==> config.mk <==
export PLATFORM = sky130hd
export DESIGN_NAME = mem_access_stage
export DESIGN_NICKNAME = d
export VERILOG_FILES = /design/src/rtl/mem_access_stage.sv
export SDC_FILE = /design/constraint.sdc
export NUM_CORES = 1
export LEC_CHECK = 0
export CAP_MARGIN = 20
export CORE_MARGIN = 5
export CORE_UTILIZATION = 30
export CTS_CLUSTER_SIZE = 10
export DETAILED_ROUTE_END_ITERATION = 8
export GPL_ROUTABILITY_DRIVEN = 0
export PLACE_DENSITY_LB_ADDON = 0.25
export SETUP_SLACK_MARGIN = 0.4
export SYNTH_ARGS = -nofsm -noshare
export SYNTH_HDL_FRONTEND = slang
export SYNTH_SLANG_ARGS = --single-unit
==> constraint.sdc <==
create_clock -name clk -period 4.7 [get_ports clk]
set_input_delay 0.94 -clock clk [delete_from_list [all_inputs] [get_ports clk]]
set_output_delay 0.94 -clock clk [all_outputs]
set_load 0.03 [all_outputs]
==> src/rtl/mem_access_stage.sv <==
// mem_access_stage
// Pipeline MEM stage between the EX/MEM boundary and a byte-addressed data
// Memory. It drives the Memory write/read/mask ports, checks access size,
// alignment and range, extends load data, and registers the result into a
// single-entry MEM/WB register with valid/ready handshakes on both sides.
// The first access fault is latched in a sticky fault register.
//
// Ports:
//   clk, rst                  clock, synchronous active-low reset
//   inValid/inReady           EX/MEM handshake
//   inMemRead, inMemWrite     load / store request
//   inSize, inSigned          access size (00 b, 01 h, 10 w, 11 reserved), sign-extend
//   inAddr, inStoreData       effective address (or ALU result), store data
//   inRd, inRegWrite          writeback destination and enable
//   mem*                      to/from the attached Memory
//   outValid/outReady         MEM/WB handshake
//   outResult, outRd, outRegWrite  registered result
//   fault*                    sticky fault record, faultClear clears it
module mem_access_stage #(
    parameter int arg_addrWidth = 13
) (
    input  logic                     clk,
    input  logic                     rst,
    input  logic                     inValid,
    output logic                     inReady,
    input  logic                     inMemRead,
    input  logic                     inMemWrite,
    input  logic [1:0]               inSize,
    input  logic                     inSigned,
    input  logic [31:0]              inAddr,
    input  logic [31:0]              inStoreData,
    input  logic [4:0]               inRd,
    input  logic                     inRegWrite,
    output logic                     memWriteEn,
    output logic [3:0]               memMask,
    output logic [arg_addrWidth-1:0] memWriteAddr,
    output logic [arg_addrWidth-1:0] memReadAddr,
    output logic [31:0]              memWriteData,
    input  logic [31:0]              memReadData,
    output logic                     outValid,
    input  logic                     outReady,
    output logic [31:0]              outResult,
    output logic [4:0]               outRd,
    output logic                     outRegWrite,
    output logic                     faultValid,
    output logic [31:0]              faultAddr,
    output logic                     faultIsStore,
    output logic [1:0]               faultCause,
    input  logic                     faultClear
);

    localparam logic [1:0] CAUSE_MISALIGN = 2'b00;
    localparam logic [1:0] CAUSE_RANGE    = 2'b01;
    localparam logic [1:0] CAUSE_SIZE     = 2'b10;
    localparam logic [1:0] CAUSE_RDWR     = 2'b11;

    // One past the last byte address of the Memory.
    localparam logic [32:0] MEM_BYTES = 33'd1 << arg_addrWidth;

    logic        accept;
    logic        is_mem;
    logic [2:0]  nbytes;
    logic [32:0] limit;
    logic        acc_fault;
    logic [1:0]  cause;
    logic [31:0] load_data;

    // A stage in reset never accepts, which also blocks any store.
    assign inReady = rst && (!outValid || outReady);
    assign accept  = inValid && inReady;
    assign is_mem  = inMemRead || inMemWrite;

    always_comb begin
        case (inSize)
            2'b00:   nbytes = 3'd1;
            2'b01:   nbytes = 3'd2;
            default: nbytes = 3'd4;
        endcase
    end

    // Lowest start address whose last byte falls outside memory; compared
    // on 33 bits so large 32-bit addresses cannot wrap.
    assign limit = MEM_BYTES - {30'd0, nbytes} + 33'd1;

    // Fault causes in priority order; non-memory ops never fault.
    always_comb begin
        acc_fault = 1'b0;
        cause     = CAUSE_MISALIGN;
        if (is_mem) begin
            if (inMemRead && inMemWrite) begin
                acc_fault = 1'b1;
                cause     = CAUSE_RDWR;
            end else if (inSize == 2'b11) begin
                acc_fault = 1'b1;
                cause     = CAUSE_SIZE;
            end else if ((inSize == 2'b01 && inAddr[0]) ||
                         (inSize == 2'b10 && inAddr[1:0] != 2'b00)) begin
                acc_fault = 1'b1;
                cause     = CAUSE_MISALIGN;
            end else if ({1'b0, inAddr} >= limit) begin
                acc_fault = 1'b1;
                cause     = CAUSE_RANGE;
            end
        end
    end

    always_comb begin
        memMask = 4'b0000;
        if (is_mem && !acc_fault) begin
            case (inSize)
                2'b00:   memMask = 4'b0001;
                2'b01:   memMask = 4'b0011;
                2'b10:   memMask = 4'b1111;
                default: memMask = 4'b0000;
            endcase
        end
    end

    assign memWriteEn   = accept && inMemWrite && !acc_fault;
    assign memWriteAddr = inAddr[arg_addrWidth-1:0];
    assign memReadAddr  = inAddr[arg_addrWidth-1:0];
    // Memory places bytes big-endian itself, so data goes out right-justified.
    assign memWriteData = inStoreData;

    // Read data arrives zero-filled, so only the signed case needs work.
    always_comb begin
        load_data = memReadData;
        if (inSigned) begin
            case (inSize)
                2'b00:   load_data = {{24{memReadData[7]}}, memReadData[7:0]};
                2'b01:   load_data = {{16{memReadData[15]}}, memReadData[15:0]};
                default: load_data = memReadData;
            endcase
        end
    end

    // MEM/WB register: a faulting op is consumed but leaves no beat behind.
    always_ff @(posedge clk) begin
        if (!rst) begin
            outValid    <= 1'b0;
            outResult   <= '0;
            outRd       <= '0;
            outRegWrite <= 1'b0;
        end else if (accept && !acc_fault) begin
            outValid    <= 1'b1;
            outResult   <= inMemRead ? load_data : inAddr;
            outRd       <= inRd;
            outRegWrite <= inRegWrite;
        end else if (outReady) begin
            outValid    <= 1'b0;
        end
    end

    // Sticky fault: first fault wins unless a clear arrives in the same
    // cycle, in which case the new fault is taken. A bare clear only drops
    // the valid flag and keeps the record.
    always_ff @(posedge clk) begin
        if (!rst) begin
            faultValid   <= 1'b0;
            faultAddr    <= '0;
            faultIsStore <= 1'b0;
            faultCause   <= CAUSE_MISALIGN;
        end else if (faultClear || (accept && acc_fault && !faultValid)) begin
            faultValid <= accept && acc_fault;
            if (accept && acc_fault) begin
                faultAddr    <= inAddr;
                faultIsStore <= inMemWrite;
                faultCause   <= cause;
            end
        end
    end

endmodule

==> results of run 1 <==
## registers in the layout, summed over array words and instances (netlist names)
register / cells
faultIsStore: 1
faultAddr: 32
outValid: 1
faultValid: 1
faultCause: 2
outRd: 5
outResult: 32
outRegWrite: 1
## area by class of cell
cell class / count / area (µm²) / share of cell area (%)
Multi-Input combinational cell: 350 / 2160 / 33.8
Timing Repair Buffer: 226 / 2160 / 33.8
Sequential cell: 75 / 1500 / 23.5
Clock buffer: 15 / 278 / 4.35
Tap cell: 180 / 225 / 3.53
Inverter: 9 / 33.8 / 0.529
Clock inverter: 1 / 30.0 / 0.470
## path summary, 6_finish.rpt
| path | from | end | slack [ns] |
|---|---|---|---|
| hold reg to reg | outResult[0] | outResult[0] | 0.45 |
| setup / recovery | inSize[0] | memMask[2] | 0.54 |
| hold / removal | outResult[0] | outResult[0] | 0.45 |
| setup reg to reg | outValid | faultAddr[12] | 2.44 |
## power by group through the flow
stage	combinational (mW)	clock (mW)	sequential (mW)
floorplan	0.207	0	0.764
global route	0.467	0.759	0.691
finish	0.437	0.711	0.687
detailed placement	0.436	0	0.700
CTS	0.440	0.733	0.687
global placement	0.429	0	0.699
## critical path: stages
cell and delay (ns):
sky130_fd_sc_hd__dlygate4sd2_1 0.22, sky130_fd_sc_hd__inv_2 0.06, sky130_fd_sc_hd__buf_4 0.15, sky130_fd_sc_hd__ha_4 0.16
sky130_fd_sc_hd__ha_1 0.28, sky130_fd_sc_hd__and4_1 0.20, sky130_fd_sc_hd__nand2_1 0.08, sky130_fd_sc_hd__or4_4 0.49
sky130_fd_sc_hd__and2_4 0.18, sky130_fd_sc_hd__and2_4 0.14, sky130_fd_sc_hd__and3_4 0.18, sky130_fd_sc_hd__buf_6 0.13
## placed cells by master (no fill, tap or decap), types with 2 or more instances in the layout
| cell | n |
|---|---|
| sky130_fd_sc_hd__a211oi_1 | 16 |
| sky130_fd_sc_hd__a21boi_0 | 2 |
| sky130_fd_sc_hd__a21o_1 | 7 |
| sky130_fd_sc_hd__a21oi_1 | 26 |
| sky130_fd_sc_hd__a31o_2 | 2 |
| sky130_fd_sc_hd__a41o_1 | 16 |
| sky130_fd_sc_hd__and2_4 | 3 |
| sky130_fd_sc_hd__and4_1 | 2 |
| sky130_fd_sc_hd__buf_4 | 41 |
| sky130_fd_sc_hd__buf_6 | 4 |
| sky130_fd_sc_hd__clkbuf_1 | 3 |
| sky130_fd_sc_hd__clkbuf_16 | 9 |
| sky130_fd_sc_hd__clkbuf_8 | 3 |
| sky130_fd_sc_hd__clkdlybuf4s50_1 | 178 |
| sky130_fd_sc_hd__dfxtp_1 | 75 |
| sky130_fd_sc_hd__dlygate4sd2_1 | 2 |
| sky130_fd_sc_hd__ha_1 | 20 |
| sky130_fd_sc_hd__ha_4 | 2 |
| sky130_fd_sc_hd__inv_1 | 7 |
| sky130_fd_sc_hd__inv_2 | 2 |
| sky130_fd_sc_hd__mux2_2 | 7 |
| sky130_fd_sc_hd__nand2_1 | 107 |
| sky130_fd_sc_hd__nand3_1 | 42 |
| sky130_fd_sc_hd__nand4_1 | 2 |
| sky130_fd_sc_hd__nor2_1 | 7 |
| sky130_fd_sc_hd__nor2b_1 | 3 |
| sky130_fd_sc_hd__nor3_1 | 2 |
| sky130_fd_sc_hd__nor4_1 | 4 |
| sky130_fd_sc_hd__o211ai_1 | 7 |
| sky130_fd_sc_hd__o21ai_0 | 45 |
## cell families (layout without fill, tap and decap cells)
group                      Yosys count  after routing
buffers and inverters              103            251
other                                1              1
and+or+nand+nor                    183            183
xor gates and xnor gates             1              1
DFF                                 75             75
AOI/OAI and AO/OA                  134            134
adders and majority gates           23             23
muxes                                8              8
## metal layers
metal | global-route usage, % | part of all wire, % | up-vias
met3 | 3.03 | 5.0 | 28
met4 | 6.55 | 2.0 | 0
li1 | - | - | 2090
met5 | 0 | 0 | -
met1 | 23.0 | 44 | 1929
met2 | 29.4 | 48 | 121
==> results.sh, run 1 <==
export IMPL_power_switching_share_pct=27.8
export IMPL_clkPwrFrac_pct=38.7
export IMPL_static_leakage_power_nw=2.66
export IMPL_die_height_um=129
export IMPL_post_synth_and_or_nand_nor_area_fraction_pct=19.8
export IMPL_worst_hold_slack_ns=0.455
export IMPL_grt_pass1_vias=4139
export IMPL_critical_path_required_ns=3.76
export IMPL_h_tree_depth=3
export IMPL_area_delta_synth_final_pct=50.3
export IMPL_core_region_area_mm2=0.0139
export IMPL_synth_top_cells_by_area="sky130_fd_sc_hd__dfxtp_1 35%, sky130_fd_sc_hd__buf_4 11%, sky130_fd_sc_hd__nand2_1 9.5%, sky130_fd_sc_hd__ha_1 6.5%, sky130_fd_sc_hd__o21ai_0 5.3%"
export IMPL_clock_sink_total=75
export IMPL_ys_warnings_count=0
export IMPL_worst_ep_arrival_time_ns=3.22
export IMPL_finished_core_util_pct=46.0
export IMPL_final_setup_viol_count=0
export IMPL_synthesized_area_mm2=0.00425
export IMPL_buffer_ports_inserted=186
export IMPL_final_max_slew_viol_count=0
export IMPL_antenna_violations_before_repair=0
export IMPL_remaining_drc_errors=0
export IMPL_synth_cells=528
export IMPL_detail_route_wirelength_um=15200
export IMPL_period_needed_ns=4.16
export IMPL_global_route_overflow_total=0
export IMPL_drt_via_density=4.87
export IMPL_synthAdderAreaFrac_pct=6.72
export IMPL_final_min_period_over_clock_period_pct=88.6
export IMPL_async_reset_ff_share_pct=0
export IMPL_final_cell_area_mm2=0.00638
export IMPL_worst_hold_path_type="reg2reg"
export IMPL_dp_worst_setup_slack_ns=-0.272
export IMPL_via_count=4168
export IMPL_final_setup_skew_ns=0.00583
export IMPL_ant_nets=0
export IMPL_timing_critical_path_to_type="output pin"
export IMPL_drt_wirelength_per_cell_um=17.8
export IMPL_post_synth_num_cell_types=52
export IMPL_complex_gate_fraction_of_the_synthesized_area_pct=20.7
export IMPL_post_layout_nonfiller_instances=856
export IMPL_synth_seq_area_share_pct=35.3
export IMPL_cts_resized_gates=28
export IMPL_synth_top_area_share_pct=35.3
export IMPL_internal_power_mw=1.32
export IMPL_vdd_ir_drop_worst_mv=0.199
export IMPL_postLayoutSetupSlackWorst_ns=0.536
export IMPL_avgSynthCellArea_um2=8.05
export IMPL_drt_pre_antenna_iters=4
export IMPL_synthMostInstantiatedCell="sky130_fd_sc_hd__nand2_1"
export IMPL_synth_top_family_by_area="compound AO/OA/AOI/OAI gates"
export IMPL_share_comb_of_total_power_pct=23.8
export IMPL_dpl_instance_area_mm2=0.00602
export IMPL_clock_tree_from_tritoncts="done"
export IMPL_placementRows=43
export IMPL_clk_latency_ns=0.34
export IMPL_dp_cells=840
export IMPL_start_util_pct=30.6
export IMPL_grt_max_degree=64
export IMPL_grt_total_usage_pct=17.7
export IMPL_ctsRootBufferMaster="sky130_fd_sc_hd__clkbuf_16"
export IMPL_synth_top_cells_by_count="107 x sky130_fd_sc_hd__nand2_1, 75 x sky130_fd_sc_hd__dfxtp_1, 60 x sky130_fd_sc_hd__buf_4"
export IMPL_finalNetCount=805
export IMPL_clockBufferDepth=2
export IMPL_initialDrtViolationCount=187
export IMPL_ctsHoldBuffers=0
export IMPL_final_layout_size_suffix_gt1_share_pct=12.3
export IMPL_synth_area_mux_share_pct=2.09
export IMPL_status="complete, no violations"
export IMPL_synth_edf_count=0
export IMPL_tightestPinTransition_ns=0.717
export IMPL_finalHoldViolations=0
export IMPL_buffers_inserted_by_post_cts_timing_repair=0
export IMPL_timing_slew_headroom_pct=52.2
export IMPL_ff2ff_path_depth=7
export IMPL_synth_ff_latch_count=75
export IMPL_dp_hpwl_um=11900
export IMPL_grt_pass1_wl_um=22800
export IMPL_synthesis_nets=662
export IMPL_power_total_mw=1.84
export IMPL_num_antenna_cells=0
export IMPL_timing_worst_setup_path_type="in2out"
export IMPL_worstPathMaxFanout=3
export IMPL_grt_setup_unrepaired="false"
export IMPL_cap_violations=0
export IMPL_fmaxAchievable_mhz=240
export IMPL_power_frac_seq_pct=37.4
export IMPL_power_switching_uw=511
export IMPL_power_per_cell_area_mw_per_mm2=288
export IMPL_synth_largest_area_cell="sky130_fd_sc_hd__dfxtp_1"
export IMPL_clk_transition_reported_paths_ns=0.06
export IMPL_min_delay_path_depth=2
export IMPL_critical_path_start_type="input pin"
export IMPL_floorplan_die_area_mm2=0.0166
export IMPL_io_pins=251
export IMPL_tns_ns=0
export IMPL_cts_bufs_inserted=9
export IMPL_dominantRegCellSynth="sky130_fd_sc_hd__dfxtp_1"
export IMPL_synth_xor_area_share_pct=0.206
export IMPL_layout_filler_cells=1407
export IMPL_die_width_um=129
(Power assumes the default switching activity.)
==> run 2, diff against run 1 <==
--- a/config.mk
+++ b/config.mk
@@ -12,7 +12,7 @@
 export DETAILED_ROUTE_END_ITERATION = 8
 export GPL_ROUTABILITY_DRIVEN = 0
 export PLACE_DENSITY_LB_ADDON = 0.25
-export SETUP_SLACK_MARGIN = 0.4
+export SETUP_SLACK_MARGIN = 0.3
 export SYNTH_ARGS = -nofsm -noshare
 export SYNTH_HDL_FRONTEND = slang
 export SYNTH_SLANG_ARGS = --single-unit
==> run 2 against run 1 <==
Non-clock buffer count rose by 1. Sequential share of layout area shrank 0.055 points. Largest cell class is now buffers. Cell area up 0.24%. Clock skew about the same. Via count rose by 0.79%. Die area unchanged. Largest power group unchanged. Combinational power is essentially flat. Maximum frequency is 0.96% higher. Sequential power is essentially flat. Count of clock-buffer cells in the layout unchanged. Setup slack improved by 0.040 ns. Final cell count increased by 0.12%.
==> results.sh, run 2 (same netlist as run 1, synthesis figures left out) <==
export IMPL_grt_setup_unrepaired="false"
export IMPL_power_total_mw=1.84
export IMPL_static_leakage_power_nw=2.68
export IMPL_grt_pass1_vias=4131
export IMPL_core_region_area_mm2=0.0139
export IMPL_drt_wirelength_per_cell_um=17.9
export IMPL_final_max_slew_viol_count=0
export IMPL_timing_critical_path_to_type="output pin"
export IMPL_grt_max_degree=64
export IMPL_largestRegisters="faultAddr: 32 flops, outResult: 32 flops, outRd: 5 flops"
export IMPL_detail_route_wirelength_um=15300
export IMPL_worst_hold_path_type="reg2reg"
export IMPL_initialDrtViolationCount=212
export IMPL_cap_violations=0
export IMPL_timing_slew_headroom_pct=52.9
export IMPL_final_setup_viol_count=0
export IMPL_worstPathMaxFanout=3
export IMPL_finished_core_util_pct=46.1
export IMPL_routed_wl_met3_um=820
export IMPL_antenna_violations_before_repair=0
export IMPL_vdd_ir_drop_worst_mv=0.199
export IMPL_worst_hold_slack_ns=0.454
export IMPL_ctsRootBufferMaster="sky130_fd_sc_hd__clkbuf_16"
export IMPL_layout_cells_most_common="sky130_fd_sc_hd__clkdlybuf4s50_1"
export IMPL_area_delta_synth_final_pct=50.6
export IMPL_worst_ep_arrival_time_ns=3.18
export IMPL_final_min_period_over_clock_period_pct=87.7
export IMPL_clk_latency_ns=0.34
export IMPL_die_width_um=129
export IMPL_remaining_drc_errors=0
export IMPL_clock_sink_total=75
export IMPL_buffer_ports_inserted=186
export IMPL_layout_cells_most_common_list="178 x sky130_fd_sc_hd__clkdlybuf4s50_1, 107 x sky130_fd_sc_hd__nand2_1, 75 x sky130_fd_sc_hd__dfxtp_1"
export IMPL_ctsHoldBuffers=0
export IMPL_critical_path_start_type="input pin"
export IMPL_timing_worst_setup_path_type="in2out"
export IMPL_via_count=4201
export IMPL_drt_pre_antenna_iters=4
export IMPL_die_height_um=129
export IMPL_dp_worst_setup_slack_ns=-0.272
export IMPL_final_setup_skew_ns=0.00537
export IMPL_layout_filler_cells=1403
export IMPL_finalHoldViolations=0
export IMPL_finalNetCount=806
export IMPL_grt_pass1_wl_um=22800
export IMPL_dr_max_layer_used="met4"
export IMPL_num_antenna_cells=0
export IMPL_critical_path_required_ns=3.76
export IMPL_met1_length_um=6840
export IMPL_status="complete, no violations"
export IMPL_dr_wl_met2_um=7360
export IMPL_h_tree_depth=3
export IMPL_tightestPinTransition_ns=0.706
export IMPL_floorplan_die_area_mm2=0.0166
export IMPL_clk_transition_reported_paths_ns=0.05
export IMPL_power_per_cell_area_mw_per_mm2=287
export IMPL_period_needed_ns=4.12
export IMPL_dp_hpwl_um=11900
export IMPL_io_pins=251
export IMPL_placementRows=43
export IMPL_clock_tree_from_tritoncts="done"
export IMPL_grt_total_usage_pct=17.6
export IMPL_final_layout_size_suffix_gt1_share_pct=12.4
export IMPL_clockBufferDepth=2
export IMPL_fmaxAchievable_mhz=242
export IMPL_postLayoutSetupSlackWorst_ns=0.576
export IMPL_global_route_overflow_total=0
export IMPL_drt_via_density=4.90
export IMPL_cts_bufs_inserted=9
export IMPL_ant_nets=0
export IMPL_start_util_pct=30.6
[run 2: cell count changes in the layout (fill, tap and decap cells not counted)]
cell | previous run | this run
sky130_fd_sc_hd__dlymetal6s2s_1 | 0 | 2
sky130_fd_sc_hd__dlygate4sd2_1 | 2 | 0
sky130_fd_sc_hd__buf_4 | 41 | 42
[run 2: timing repair]
action,4_1_cts,5_1_grt
setup endpoints to repair,5,5
setup buffers,0,1
resized for setup,23,5
pin swaps,1,0
[run 2: layout make-up]
cell class | instances | area, µm² | share of cell area (%)
timing repair buffer | 227 | 2170 | 34.0
tap | 180 | 225 | 3.52
clock inverter | 1 | 30.0 | 0.469
multi-input combinational | 350 | 2160 | 33.7
inverter | 9 | 33.8 | 0.528
clock buffer | 15 | 278 | 4.34
sequential | 75 | 1500 | 23.5
[run 2: critical path, cell delays in order]
cell and delay [ns]:
sky130_fd_sc_hd__clkdlybuf4s50_1 0.47, sky130_fd_sc_hd__ha_1 0.34, sky130_fd_sc_hd__and4_1 0.23, sky130_fd_sc_hd__nand2_1 0.08
sky130_fd_sc_hd__or4_4 0.49, sky130_fd_sc_hd__and2_4 0.18, sky130_fd_sc_hd__and2_4 0.14, sky130_fd_sc_hd__and3_4 0.18
sky130_fd_sc_hd__buf_6 0.13
[run 2: power breakdown]
group          total (mW)  switching [mW]  internal [mW]
Combinational       0.439           0.239          0.201
Sequential          0.687          0.0175          0.669
Clock               0.709           0.254          0.455
Total                1.84           0.510           1.33
[run 2: per-stage QoR]
step / std cells / cell area (µm²) / setup TNS [ns]
6_report: 857 / 6400 / 0
5_1_grt: 857 / 6400 / 0
2_1_floorplan: 528 / 4250 / 0
3_5_place_dp: 840 / 6020 / -0.535
3_3_place_gp: 840 / 6020 / -0.377
4_1_cts: 856 / 6370 / 0
[run 2: worst paths after layout]
path / startpoint / endpoint / slack [ns] / cells past startpoint
min: outResult[0] / outResult[0] / 0.45 / 2
min reg2reg: outResult[0] / outResult[0] / 0.45 / 2
max reg2reg: outValid / faultAddr[12] / 2.42 / 7
max: inAddr[10] / memMask[2] / 0.58 / 9
[run 2: metal layers]
layer | up-vias | global-route usage, %
met4 | 0 | 6.55
met2 | 123 | 29.2
li1 | 2096 | -
met3 | 29 | 3.03
met5 | - | 0
met1 | 1953 | 23.0
==> run 3, diff against run 2 <==
--- a/config.mk
+++ b/config.mk
@@ -5,7 +5,7 @@
 export SDC_FILE = /design/constraint.sdc
 export NUM_CORES = 1
 export LEC_CHECK = 0
-export CAP_MARGIN = 20
+export CAP_MARGIN = 15
 export CORE_MARGIN = 5
 export CORE_UTILIZATION = 30
 export CTS_CLUSTER_SIZE = 10
@@ -13,6 +13,7 @@
 export GPL_ROUTABILITY_DRIVEN = 0
 export PLACE_DENSITY_LB_ADDON = 0.25
 export SETUP_SLACK_MARGIN = 0.3
+export SLEW_MARGIN = 20
 export SYNTH_ARGS = -nofsm -noshare
 export SYNTH_HDL_FRONTEND = slang
 export SYNTH_SLANG_ARGS = --single-unit
==> results of run 3 <==
Final layout, timing and power as in run 2 (identical DEF).
